==> config.mk <==
export PLATFORM = sky130hd
export DESIGN_NAME = nn_argmax
export DESIGN_NICKNAME = d
export VERILOG_FILES = /design/src/rtl/nn_argmax.sv
export SDC_FILE = /design/constraint.sdc
export NUM_CORES = 1
export LEC_CHECK = 0
export CORE_ASPECT_RATIO = 0.9
export CORE_MARGIN = 10
export CORE_UTILIZATION = 40
export CTS_BUF_LIST = sky130_fd_sc_hd__clkbuf_2 sky130_fd_sc_hd__clkbuf_4 sky130_fd_sc_hd__clkbuf_8
export CTS_CLUSTER_DIAMETER = 80
export DETAILED_ROUTE_END_ITERATION = 10
export HOLD_SLACK_MARGIN = 0.06
export PLACE_DENSITY = 0.73
export SLEW_MARGIN = 5
export SYNTH_ARGS = -nofsm -noshare
export SYNTH_HDL_FRONTEND = slang
export SYNTH_SLANG_ARGS = --single-unit
==> constraint.sdc <==
create_clock -name clk_i -period 3.01 [get_ports clk_i]
set_clock_uncertainty 0.05 [all_clocks]
set_input_delay 0.4515 -clock clk_i [delete_from_list [all_inputs] [get_ports clk_i]]
set_output_delay 0.4515 -clock clk_i [all_outputs]
set_load 0.01 [all_outputs]
==> src/rtl/nn_argmax.sv <==
// Argmax over the output-layer activation RAM: on a req_i rising edge, read every
// class word in turn and report the index/value of the largest signed activation.
module nn_argmax #(
    parameter int DataWidth  = 8,
    parameter int NumClasses = 4,
    parameter int AddrWidth  = (NumClasses > 1) ? $clog2(NumClasses) : 1
) (
    input  logic                 clk_i,
    input  logic                 reset_ni,
    input  logic                 req_i,
    output logic                 ack_o,
    output logic [AddrWidth-1:0] ram_addr_o,
    output logic                 ram_we_o,
    input  logic [DataWidth-1:0] ram_dout_i,
    output logic                 busy_o,
    output logic                 valid_o,
    output logic [AddrWidth-1:0] class_o,
    output logic [DataWidth-1:0] max_o
);

    typedef enum logic [1:0] {IDLE, SCAN, DRAIN, DONE} state_e;

    localparam logic [AddrWidth-1:0] LastAddr = AddrWidth'(NumClasses - 1);

    state_e                 state_q, state_d;
    logic                   req_q;
    logic [AddrWidth-1:0]   addr_q, addr_d;
    logic                   rd_vld_q, rd_vld_d;
    logic [AddrWidth-1:0]   rd_idx_q, rd_idx_d;
    logic signed [DataWidth-1:0] best_q, best_d;
    logic [AddrWidth-1:0]   best_idx_q, best_idx_d;
    logic                   ack_q, ack_d;
    logic                   busy_q, busy_d;
    logic                   valid_q, valid_d;
    logic [AddrWidth-1:0]   class_q, class_d;
    logic signed [DataWidth-1:0] max_q, max_d;

    logic signed [DataWidth-1:0] dout_s;
    logic                   take;
    logic signed [DataWidth-1:0] cand_max;
    logic [AddrWidth-1:0]   cand_idx;

    assign dout_s = ram_dout_i;

    always_comb begin
        // Word for rd_idx_q lands this cycle; index 0 seeds the running max.
        take     = rd_vld_q && ((rd_idx_q == '0) || (dout_s > best_q));
        cand_max = take ? dout_s : best_q;
        cand_idx = take ? rd_idx_q : best_idx_q;

        state_d    = state_q;
        addr_d     = addr_q;
        rd_vld_d   = 1'b0;
        rd_idx_d   = addr_q;
        best_d     = cand_max;
        best_idx_d = cand_idx;
        ack_d      = 1'b0;
        busy_d     = busy_q;
        valid_d    = valid_q;
        class_d    = class_q;
        max_d      = max_q;

        case (state_q)
            IDLE: begin
                addr_d = '0;
                if (req_i && !req_q) begin
                    state_d = SCAN;
                    busy_d  = 1'b1;
                end
            end
            SCAN: begin
                rd_vld_d = 1'b1;
                if (addr_q == LastAddr) begin
                    state_d = DRAIN;
                    addr_d  = '0;
                end else begin
                    addr_d = addr_q + AddrWidth'(1);
                end
            end
            DRAIN: begin
                // Last word is compared here and published directly, so the
                // result registers update on the same edge that raises ack.
                state_d = DONE;
                ack_d   = 1'b1;
                valid_d = 1'b1;
                class_d = cand_idx;
                max_d   = cand_max;
            end
            DONE: begin
                state_d = IDLE;
                busy_d  = 1'b0;
            end
            default: state_d = IDLE;
        endcase
    end

    always_ff @(posedge clk_i or negedge reset_ni) begin
        if (!reset_ni) begin
            state_q    <= IDLE;
            req_q      <= 1'b0;
            addr_q     <= '0;
            rd_vld_q   <= 1'b0;
            rd_idx_q   <= '0;
            best_q     <= '0;
            best_idx_q <= '0;
            ack_q      <= 1'b0;
            busy_q     <= 1'b0;
            valid_q    <= 1'b0;
            class_q    <= '0;
            max_q      <= '0;
        end else begin
            state_q    <= state_d;
            req_q      <= req_i;
            addr_q     <= addr_d;
            rd_vld_q   <= rd_vld_d;
            rd_idx_q   <= rd_idx_d;
            best_q     <= best_d;
            best_idx_q <= best_idx_d;
            ack_q      <= ack_d;
            busy_q     <= busy_d;
            valid_q    <= valid_d;
            class_q    <= class_d;
            max_q      <= max_d;
        end
    end

    assign ack_o      = ack_q;
    assign busy_o     = busy_q;
    assign valid_o    = valid_q;
    assign class_o    = class_q;
    assign max_o      = max_q;
    assign ram_addr_o = addr_q;
    assign ram_we_o   = 1'b0;

endmodule
==> impl_metrics.toml, run 1 <==
[finish]
antenna_cells_inserted = 0
drive_gt1_frac = 0.155
final_cells = 268
fin_nets = 229
area_grow_syn2layout_pct = 24.4

[drt]
top_layer_used = "met4"
met3_wirelength_um = 158
wl_met2_mm = 1.75
per_cell_via_count_in_the_routed_design = 5.26
postRouteWirelength_mm = 3.89
drt-met1-wl_mm = 1.92
drt_pre_antenna_iters = 4
via_count = 1411
post_dr_wirelength_cell_um = 14.5
drcViolationCount = 0
final_antenna_net_count = 0
detail_route.iter0.violations = 110

[sta]
tns_ns = 0
worst_hold_slack_ns = 0.393
tightest_slew_ns = 0.625
final_worst_path_cycle_share = 0.854
fin_crit_ns = 2.57
final-setup-viol-count = 0
setup_repair_after_global_routing_missed_its_margin = "false"
relSlewSlack = 0.583
finalMaxSlewViolations = 0
finalHoldViolations = 0
maximum_achievable_frequency_mhz = 389

[global_routing]
first_global_vias = 1464
grt_antenna_before_repair = 0
global_route.usage.total = 0.106
grt_first_pass_wirelength_mm = 6.71
grt_max_degree = 32
grt_overflow_total = 0

[hold_path]
worstHoldPathType = "reg2reg"

[die]
coreArea_um2 = 4400
top_level_ports = 27
initial_cell_density_of_the_core = 0.410
die_y_um = 83.8
die_outline_area_um2 = 7610
placementRows = 23
die_w_um = 90.8

[placed_design]
gp_congestion = 0.863
io_buffers = 25
placed_instance_count = 260
post-dp-hpwl_mm = 2.92

[synthesis]
synth_enable_flop_cells = 0
ys_top_cells_by_count = "dfrtp_1 (31), nor3_1 (27), o21ai_0 (20)"
yosysSeqAreaShare = 0.429
ys_seq_elements = 31
synth_area_per_cell_um2 = 10.3
synth.yosys.warnings = 0
top_cells_by_area_in_the_synthesized_netlist = "dfrtp_1 (43%), ha_1 (9.0%), nor3_1 (7.5%)"
synth_cells = 176
synth_area_um2 = 1810
yosys.area.top_type = "dfrtp_1"
synth.lib_cells_used.distinct = 41
synthArstFlopShare = 1.00
synthMostInstantiatedCell = "dfrtp_1"
yosysTopAreaCellShare = 0.429
synth_ff_type = "dfrtp_1"
mappedNetlistNets = 200

[power_and_ir_drop]
static-leakage-power_nw = 0.942
vdd_ir_drop_max_mv = 0.549
power-per-cell-area_nw_per_um2 = 1120
power.total_mw = 2.52

[flow_run]
drv.max_cap_violation_count = 0

[cts]
tritoncts_clock_tree = "yes"
cts.repair_timing.setup_buffer_count = 0
clock_sink_count = 31
inserted_clock_buffers = 5
cts.clk_slew.worst_paths_ns = 0.07
cts-root-to-sink-buffers = 2
clockRootBuffer = "clkbuf_8"
ctsResizeCount = 0
holdBufCountCts = 0
htreeDepth = 2
insertion_delay_ns = 0.28

[critical_path]
cp-end-kind = "register"
critical_path_s_top_delay_family = "compound AO/OA/AOI/OAI gates"
timing.critical_path.slowest_stage_cell = "clkdlybuf4s50_1"
crit_required_ns = 3.12
worst-endpoint-arrival_ns = 2.68
crit_path_cell_trace = "clkdlybuf4s50_1 > ha_1 > a211oi_1 > o22a_2 > a31oi_4 > o21ai_4 > mux2_2"
timing.critical_path.fanout_max = 8
slowest_delay_ns = 0.47
worst-path-buf-inv = 1
timing.setup.critical_path_class = "in2reg"
crit_path_start_kind = "input port"

[status]
result_of_the_run = "finished, final reports clean"
## state kept, by name, indices dropped and copies added, names as in the netlist
signal / flops
rd_vld_q: 1
max_o: 8
valid_o: 1
best_idx_q: 2
rd_idx_q: 2
busy_o: 1
best_q: 8
ram_addr_o: 2
class_o: 2
ack_o: 1
req_q: 1
state_q: 2
## through the flow
| stage | instance area [um^2] | util | setup WS, ns |
|---|---|---|---|
| 2_1_floorplan | 1810 | - | 0.771 |
| 3_3_place_gp | 2130 | 0.484 | 0.184 |
| 3_5_place_dp | 2130 | 0.484 | 0.150 |
| 4_1_cts | 2250 | 0.510 | 0.448 |
| 5_1_grt | 2250 | 0.510 | 0.373 |
| 6_report | 2250 | 0.510 | 0.440 |
## kinds of logic after synthesis
| kind of cell | share of synthesized area |
|---|---|
| flip-flops | 0.429 |
| AO/OA/AOI/OAI | 0.170 |
| multiplexers | 0.112 |
| adder cells (fa/ha/maj) | 0.0900 |
| buffers and inverters | 0.0443 |
| AND/OR/NAND/NOR | 0.152 |
| other | 0.00208 |
## worst reg2reg max path, stage by stage, from the launching register on
cell	delay [ns]
dfrtp_1	0.36
inv_1	0.06
ha_1	0.33
a211oi_1	0.32
o22a_2	0.27
a31oi_4	0.11
o21ai_4	0.30
mux2_2	0.38
## area by class of cell
| type | count | area (um^2) |
|---|---|---|
| clock buffers | 6 | 82.6 |
| clock inverters | 2 | 35.0 |
| fillers | 404 | 2160 |
| inverters | 14 | 52.6 |
| multi-input cells | 125 | 951 |
| flip-flops and latches | 31 | 776 |
| well taps | 62 | 77.6 |
| repair buffers | 28 | 273 |
## path summary, 6_finish.rpt
path / from / end / slack, ns / cells past startpoint
min in group asynchronous: reset_ni / max_o[2] / 0.51 / 2
hold / removal: ram_addr_o[0] / rd_idx_q[0] / 0.39 / 0
setup reg to reg: best_q[5] / best_q[4] / 0.72 / 7
setup / recovery: ram_dout_i[5] / best_q[4] / 0.44 / 7
max in group asynchronous: reset_ni / max_o[4] / 2.10 / 2
hold reg to reg: ram_addr_o[0] / rd_idx_q[0] / 0.39 / 0
## placed cells by master (no fill, tap or decap), types with 3 or more instances in the layout
cell type        count
dfrtp_1             31
nor3_1              27
clkdlybuf4s50_1     25
o21ai_0             20
inv_1               14
ha_1                13
mux2_2              10
mux2i_1              9
nand2_1              6
clkbuf_8             6
nor2_1               5
a21oi_1              4
buf_4                3
## power breakdown
group	leakage [nW]	internal (mW)	switching, mW	total (mW)
registers	0.371	0.616	0.152	0.768
clock network	0.0612	0.268	0.153	0.421
logic	0.510	0.636	0.698	1.33
## metal layers
| metal | vias up | GRT usage |
|---|---|---|
| li1 | 707 | - |
| met1 | 679 | 0.122 |
| met2 | 19 | 0.177 |
| met3 | 6 | 0.0360 |
| met4 | 0 | 0.0384 |
| met5 | - | 0 |
No activity file was read; power rests on OpenSTA's default activity.
==> inputs of run 2 (changes only) <==
- CORE_MARGIN: 10 -> 1.5
- CTS_CLUSTER_SIZE: default -> 16
==> run 2 against run 1 <==
Against the previous run: routed wire length shrank 3.6%; flip-flop and latch count did not move; sequential share of layout area rose by 0.39 points; critical endpoint is now best_q[3]; largest cell class unchanged; largest power group unchanged.
==> impl_metrics.toml, run 2 (synthesized netlist as in run 1, its figures left out) <==
[global_routing]
global_route.usage.total = 0.173
groute.layer.met1.usage = 0.243
globalRouteMet3Util = 0.0378
first_global_vias = 1332
grtUsageMet2 = 0.255
top_usage_layer = "met2"
grt_first_pass_wirelength_mm = 6.30
grt_max_degree = 32
grt_overflow_total = 0
grt_antenna_before_repair = 0

[drt]
drcViolationCount = 0
final_antenna_net_count = 0
drt_pre_antenna_iters = 4
per_cell_via_count_in_the_routed_design = 5.19
detail_route.iter0.violations = 87
postRouteWirelength_mm = 3.75
via_count = 1381
post_dr_wirelength_cell_um = 14.1

[hold_path]
timing.hold.worst_path_depth = 0
worstHoldEndpoint = "rd_idx_q[0]"
worstHoldPathType = "reg2reg"
holdCritStartpoint = "ram_addr_o[0]"

[sta]
final-setup-viol-count = 0
maximum_achievable_frequency_mhz = 390
tns_ns = 0
tightest_slew_ns = 0.658
fin_crit_ns = 2.57
relSlewSlack = 0.562
finalHoldViolations = 0
worst_hold_slack_ns = 0.402
finalMaxSlewViolations = 0
setup_repair_after_global_routing_missed_its_margin = "false"
final_worst_path_cycle_share = 0.853
layout_setup_ws_ns = 0.444

[placed_design]
gp_congestion = 0.834
post-dp-hpwl_mm = 2.63
placed_instance_count = 259
pre_cts_slack_ns = 0.162
placedInstanceArea_um2 = 2130
io_buffers = 25

[finish]
final_cells = 266
mostFrequentLayoutCells = "dfrtp_1 (31), nor3_1 (27), clkdlybuf4s50_1 (25)"
design_area_um2 = 2220
antenna_cells_inserted = 0
area_grow_syn2layout_pct = 23.0
final_cell_utilization_of_the_core = 0.528
filler_cell_count = 402
layout_commonest_cell = "dfrtp_1"
fin_nets = 230
drive_gt1_frac = 0.155

[critical_path]
timing.critical_path.slowest_stage_cell = "clkdlybuf4s50_1"
r2r_start = "best_q[5]"
worst-endpoint-arrival_ns = 2.69
crit_path_start_kind = "input port"
critical_path_depth = 7
critical_path_s_top_delay_family = "compound AO/OA/AOI/OAI gates"
cp-end-kind = "register"
regToRegEndpoint = "best_q[3]"
slowest_delay_ns = 0.47
worst-path-buf-inv = 1
crit_path_cell_trace = "clkdlybuf4s50_1 > ha_1 > a211oi_1 > o22a_2 > a31oi_4 > o21ai_4 > mux2_2"
r2r_slack_ns = 0.69
timing.setup.critical_path_class = "in2reg"
timing.critical_path.fanout_max = 8
crit_required_ns = 3.13
worst_r2r_path_depth = 7

[cts]
inserted_clock_buffers = 5
cts-root-to-sink-buffers = 2
insertion_delay_ns = 0.28
ctsResizeCount = 0
htreeDepth = 2
clockRootBuffer = "clkbuf_8"
tritoncts_clock_tree = "yes"
cts.repair_timing.setup_buffer_count = 0
holdBufCountCts = 0
cts.clk_slew.worst_paths_ns = 0.06
clock_sink_count = 31

[power_and_ir_drop]
p_clk_frac = 0.136
vdd_ir_drop_max_mv = 0.433
portion_of_total_power_attributed_to_combinational_logic = 0.547
power.switching_mw = 1.00
power-per-cell-area_nw_per_um2 = 1100
power.total_mw = 2.44
power_switching_share = 0.411
power.sequential.fraction = 0.317
p_int_mw = 1.44
static-leakage-power_nw = 0.933

[flow_run]
drv.max_cap_violation_count = 0

[die]
die_y_um = 66.8
top_level_ports = 27
initial_cell_density_of_the_core = 0.429
die_outline_area_um2 = 4930
die_w_um = 73.8
placementRows = 22
coreArea_um2 = 4210

[status]
result_of_the_run = "finished, final reports clean"
-- run 2: layout make-up --
type / count / area (um^2) / area share
clock buffer: 6 / 82.6 / 0.0372
multi-input combinational: 125 / 951 / 0.428
clock inverter: 1 / 5.00 / 0.00225
timing repair buffer: 29 / 280 / 0.126
inverter: 14 / 52.6 / 0.0236
tap: 60 / 75.1 / 0.0338
sequential: 31 / 776 / 0.349
-- run 2: routing by layer --
metal,vias up,wire length [um]
met3,5,147
met4,0,61
met5,-,0
met2,32,1600
li1,694,-
met1,650,1930
-- run 2: power by group through the flow --
stage / Clock (mW) / Sequential, mW / Combinational (mW)
after floorplan: 0 / 0.770 / 0.902
after CTS: 0.337 / 0.772 / 1.34
after detailed placement: 0 / 0.779 / 1.33
after global placement: 0 / 0.774 / 1.32
after global routing: 0.360 / 0.801 / 1.48
final: 0.332 / 0.772 / 1.34
-- run 2: worst max path at each step --
stage,startpoint,end,slack (ns)
6_report,ram_dout_i[5],best_q[3],0.44
5_1_grt,ram_dout_i[5],best_q[4],0.31
4_1_cts,ram_dout_i[5],best_q[3],0.46
3_5_place_dp,ram_dout_i[5],best_q[3],0.16
3_3_place_gp,ram_dout_i[5],best_q[6],0.18
2_1_floorplan,ram_dout_i[5],best_q[0],0.77
==> inputs of run 3 (changes only) <==
- PLACE_DENSITY: 0.73 -> 0.75
- clock period: 3.01 -> 2.15 ns (I/O delays scaled with it)
==> run 3 against run 2 <==
Against the previous run: via count rose by 9.9%; critical path type unchanged; final area increased by 14%; sequential power increased by 37%; critical endpoint is now best_q[4]; first-iteration DRC count up 48%; non-clock buffer count increased by 21; routed wire length rose by 17%; power up 63%; die area unchanged; clock power is 77% higher; combinational power grew 74%; final cell count grew 8.3%.
==> impl_metrics.toml, run 3 (synthesized netlist as in run 1, its figures left out) <==
[status]
result_of_the_run = "finished, final reports clean"

[finish]
fin_nets = 251
sequential_cell_area_in_the_final_layout_um2 = 776
mostFrequentLayoutCells = "dfrtp_1 (31), nor3_1 (25), buf_4 (24)"
drive_gt1_frac = 0.285
area_grow_syn2layout_pct = 39.8
layout_commonest_cell = "dfrtp_1"
antenna_cells_inserted = 0
filler_cell_count = 350
final_cell_utilization_of_the_core = 0.600
multi_input_area_um2 = 1050

[global_routing]
grt_first_pass_wirelength_mm = 7.18
first_global_vias = 1529
grt_antenna_before_repair = 0
grt_max_degree = 32
grt_overflow_total = 0
global_route.usage.total = 0.203

[cts]
clock_sink_count = 31
holdBufCountCts = 0
htreeDepth = 2
cts-root-to-sink-buffers = 2
cts.clk_slew.worst_paths_ns = 0.08
tritoncts_clock_tree = "yes"
clockRootBuffer = "clkbuf_8"
inserted_clock_buffers = 5
insertion_delay_ns = 0.29

[critical_path]
crit_path_start_kind = "input port"
critical_path_s_top_delay_family = "buffers and inverters"
worst_r2r_path_depth = 8
slowest_delay_ns = 0.44
timing.critical_path.slowest_stage_cell = "clkdlybuf4s50_1"
crit_path_cell_trace = "clkdlybuf4s50_1 > ha_1 > nand4_1 > o21bai_2 > a31oi_4 > o21ai_4 > buf_12 > mux2_2"
cp-end-kind = "register"
worst-endpoint-arrival_ns = 2.23
timing.critical_path.fanout_max = 8
timing.setup.critical_path_class = "in2reg"
crit_required_ns = 2.27
critical_path_depth = 8
worst-path-buf-inv = 2
r2r_slack_ns = 0.05

[placed_design]
gp_congestion = 0.930
io_buffers = 25
post-dp-hpwl_mm = 2.91

[drt]
drt_pre_antenna_iters = 4
postRouteWirelength_mm = 4.39
via_count = 1518
detail_route.iter0.violations = 129
post_dr_wirelength_cell_um = 15.2
drcViolationCount = 0
final_antenna_net_count = 0
per_cell_via_count_in_the_routed_design = 5.27

[sta]
finalMaxSlewViolations = 0
setup_repair_after_global_routing_missed_its_margin = "true"
maximum_achievable_frequency_mhz = 474
fin_crit_ns = 2.11
finalHoldViolations = 0
final_worst_path_cycle_share = 0.982
final-setup-viol-count = 0
worst_hold_slack_ns = 0.384

[flow_run]
drv.max_cap_violation_count = 0

[die]
die_y_um = 66.8
coreArea_um2 = 4210
die_outline_area_um2 = 4930
placementRows = 22
die_w_um = 73.8
top_level_ports = 27
initial_cell_density_of_the_core = 0.429

[power_and_ir_drop]
power-per-cell-area_nw_per_um2 = 1570
power.total_mw = 3.98
static-leakage-power_nw = 1.10
vdd_ir_drop_max_mv = 0.615

[hold_path]
worstHoldPathType = "in2async"
-- run 3: changes by cell type in the layout (fill, tap and decap cells not counted), sizes merged --
cell | previous run | this run
buf | 4 | 25
bufinv | 0 | 1
clkbuf | 6 | 5
clkdlybuf4s50 | 25 | 20
clkinv | 1 | 2
dlygate4sd2 | 0 | 1
dlymetal6s2s | 0 | 4
-- run 3: worst register-to-register path, cell delays in order, from the launching register on --
cell and delay (ns):
dfrtp_1 0.37, inv_1 0.06, ha_1 0.29, and2b_2 0.23, o2111ai_4 0.22, a31oi_4 0.13
o21ai_4 0.16, buf_12 0.14, mux2_2 0.33
-- run 3: worst paths after layout --
check / from / end
max: ram_dout_i[3] / best_q[4]
min: reset_ni / class_o[1]
max reg2reg: best_q[1] / best_q[4]
min reg2reg: ram_addr_o[1] / rd_idx_q[1]
max in group asynchronous: reset_ni / max_o[7]
min in group clk_i: ram_addr_o[1] / rd_idx_q[1]
-- run 3: stage by stage --
stage | setup TNS, ns | std cells | area (um^2) | setup WS, ns
final | 0 | 288 | 2530 | 0.0386
after global routing | -0.0809 | 288 | 2530 | -0.0205
after floorplan | 0 | 176 | 1810 | 0.0386
after detailed placement | -7.86 | 277 | 2270 | -0.457
after global placement | -7.19 | 277 | 2270 | -0.441
after CTS | 0 | 287 | 2490 | 0.0000955
-- run 3: cell type report --
cell class,instances,share of cell area
Clock inverter,3,0.0173
Tap cell,60,0.0297
Multi-Input combinational cell,125,0.416
Inverter,14,0.0208
Clock buffer,5,0.0272
Timing Repair Buffer,50,0.182
Sequential cell,31,0.307
-- run 3: report_power, final --
group | internal [mW] | total [mW] | switching, mW
sequential | 0.863 | 1.06 | 0.194
combinational | 1.18 | 2.33 | 1.15
clock | 0.345 | 0.587 | 0.242
-- run 3: layer usage --
metal	part of all wire	global-route usage
met3	0.042	0.0439
met5	0	0
met2	0.46	0.325
met4	0.015	0.0949
met1	0.49	0.259
-- run 3: timing repair --
action                                  CTS  global route
endpoints found under the hold margin     0             0
gates resized for setup                  11             9
endpoints found under the setup margin   17            14
pin swaps                                 5             5
buffers inserted                          2             1
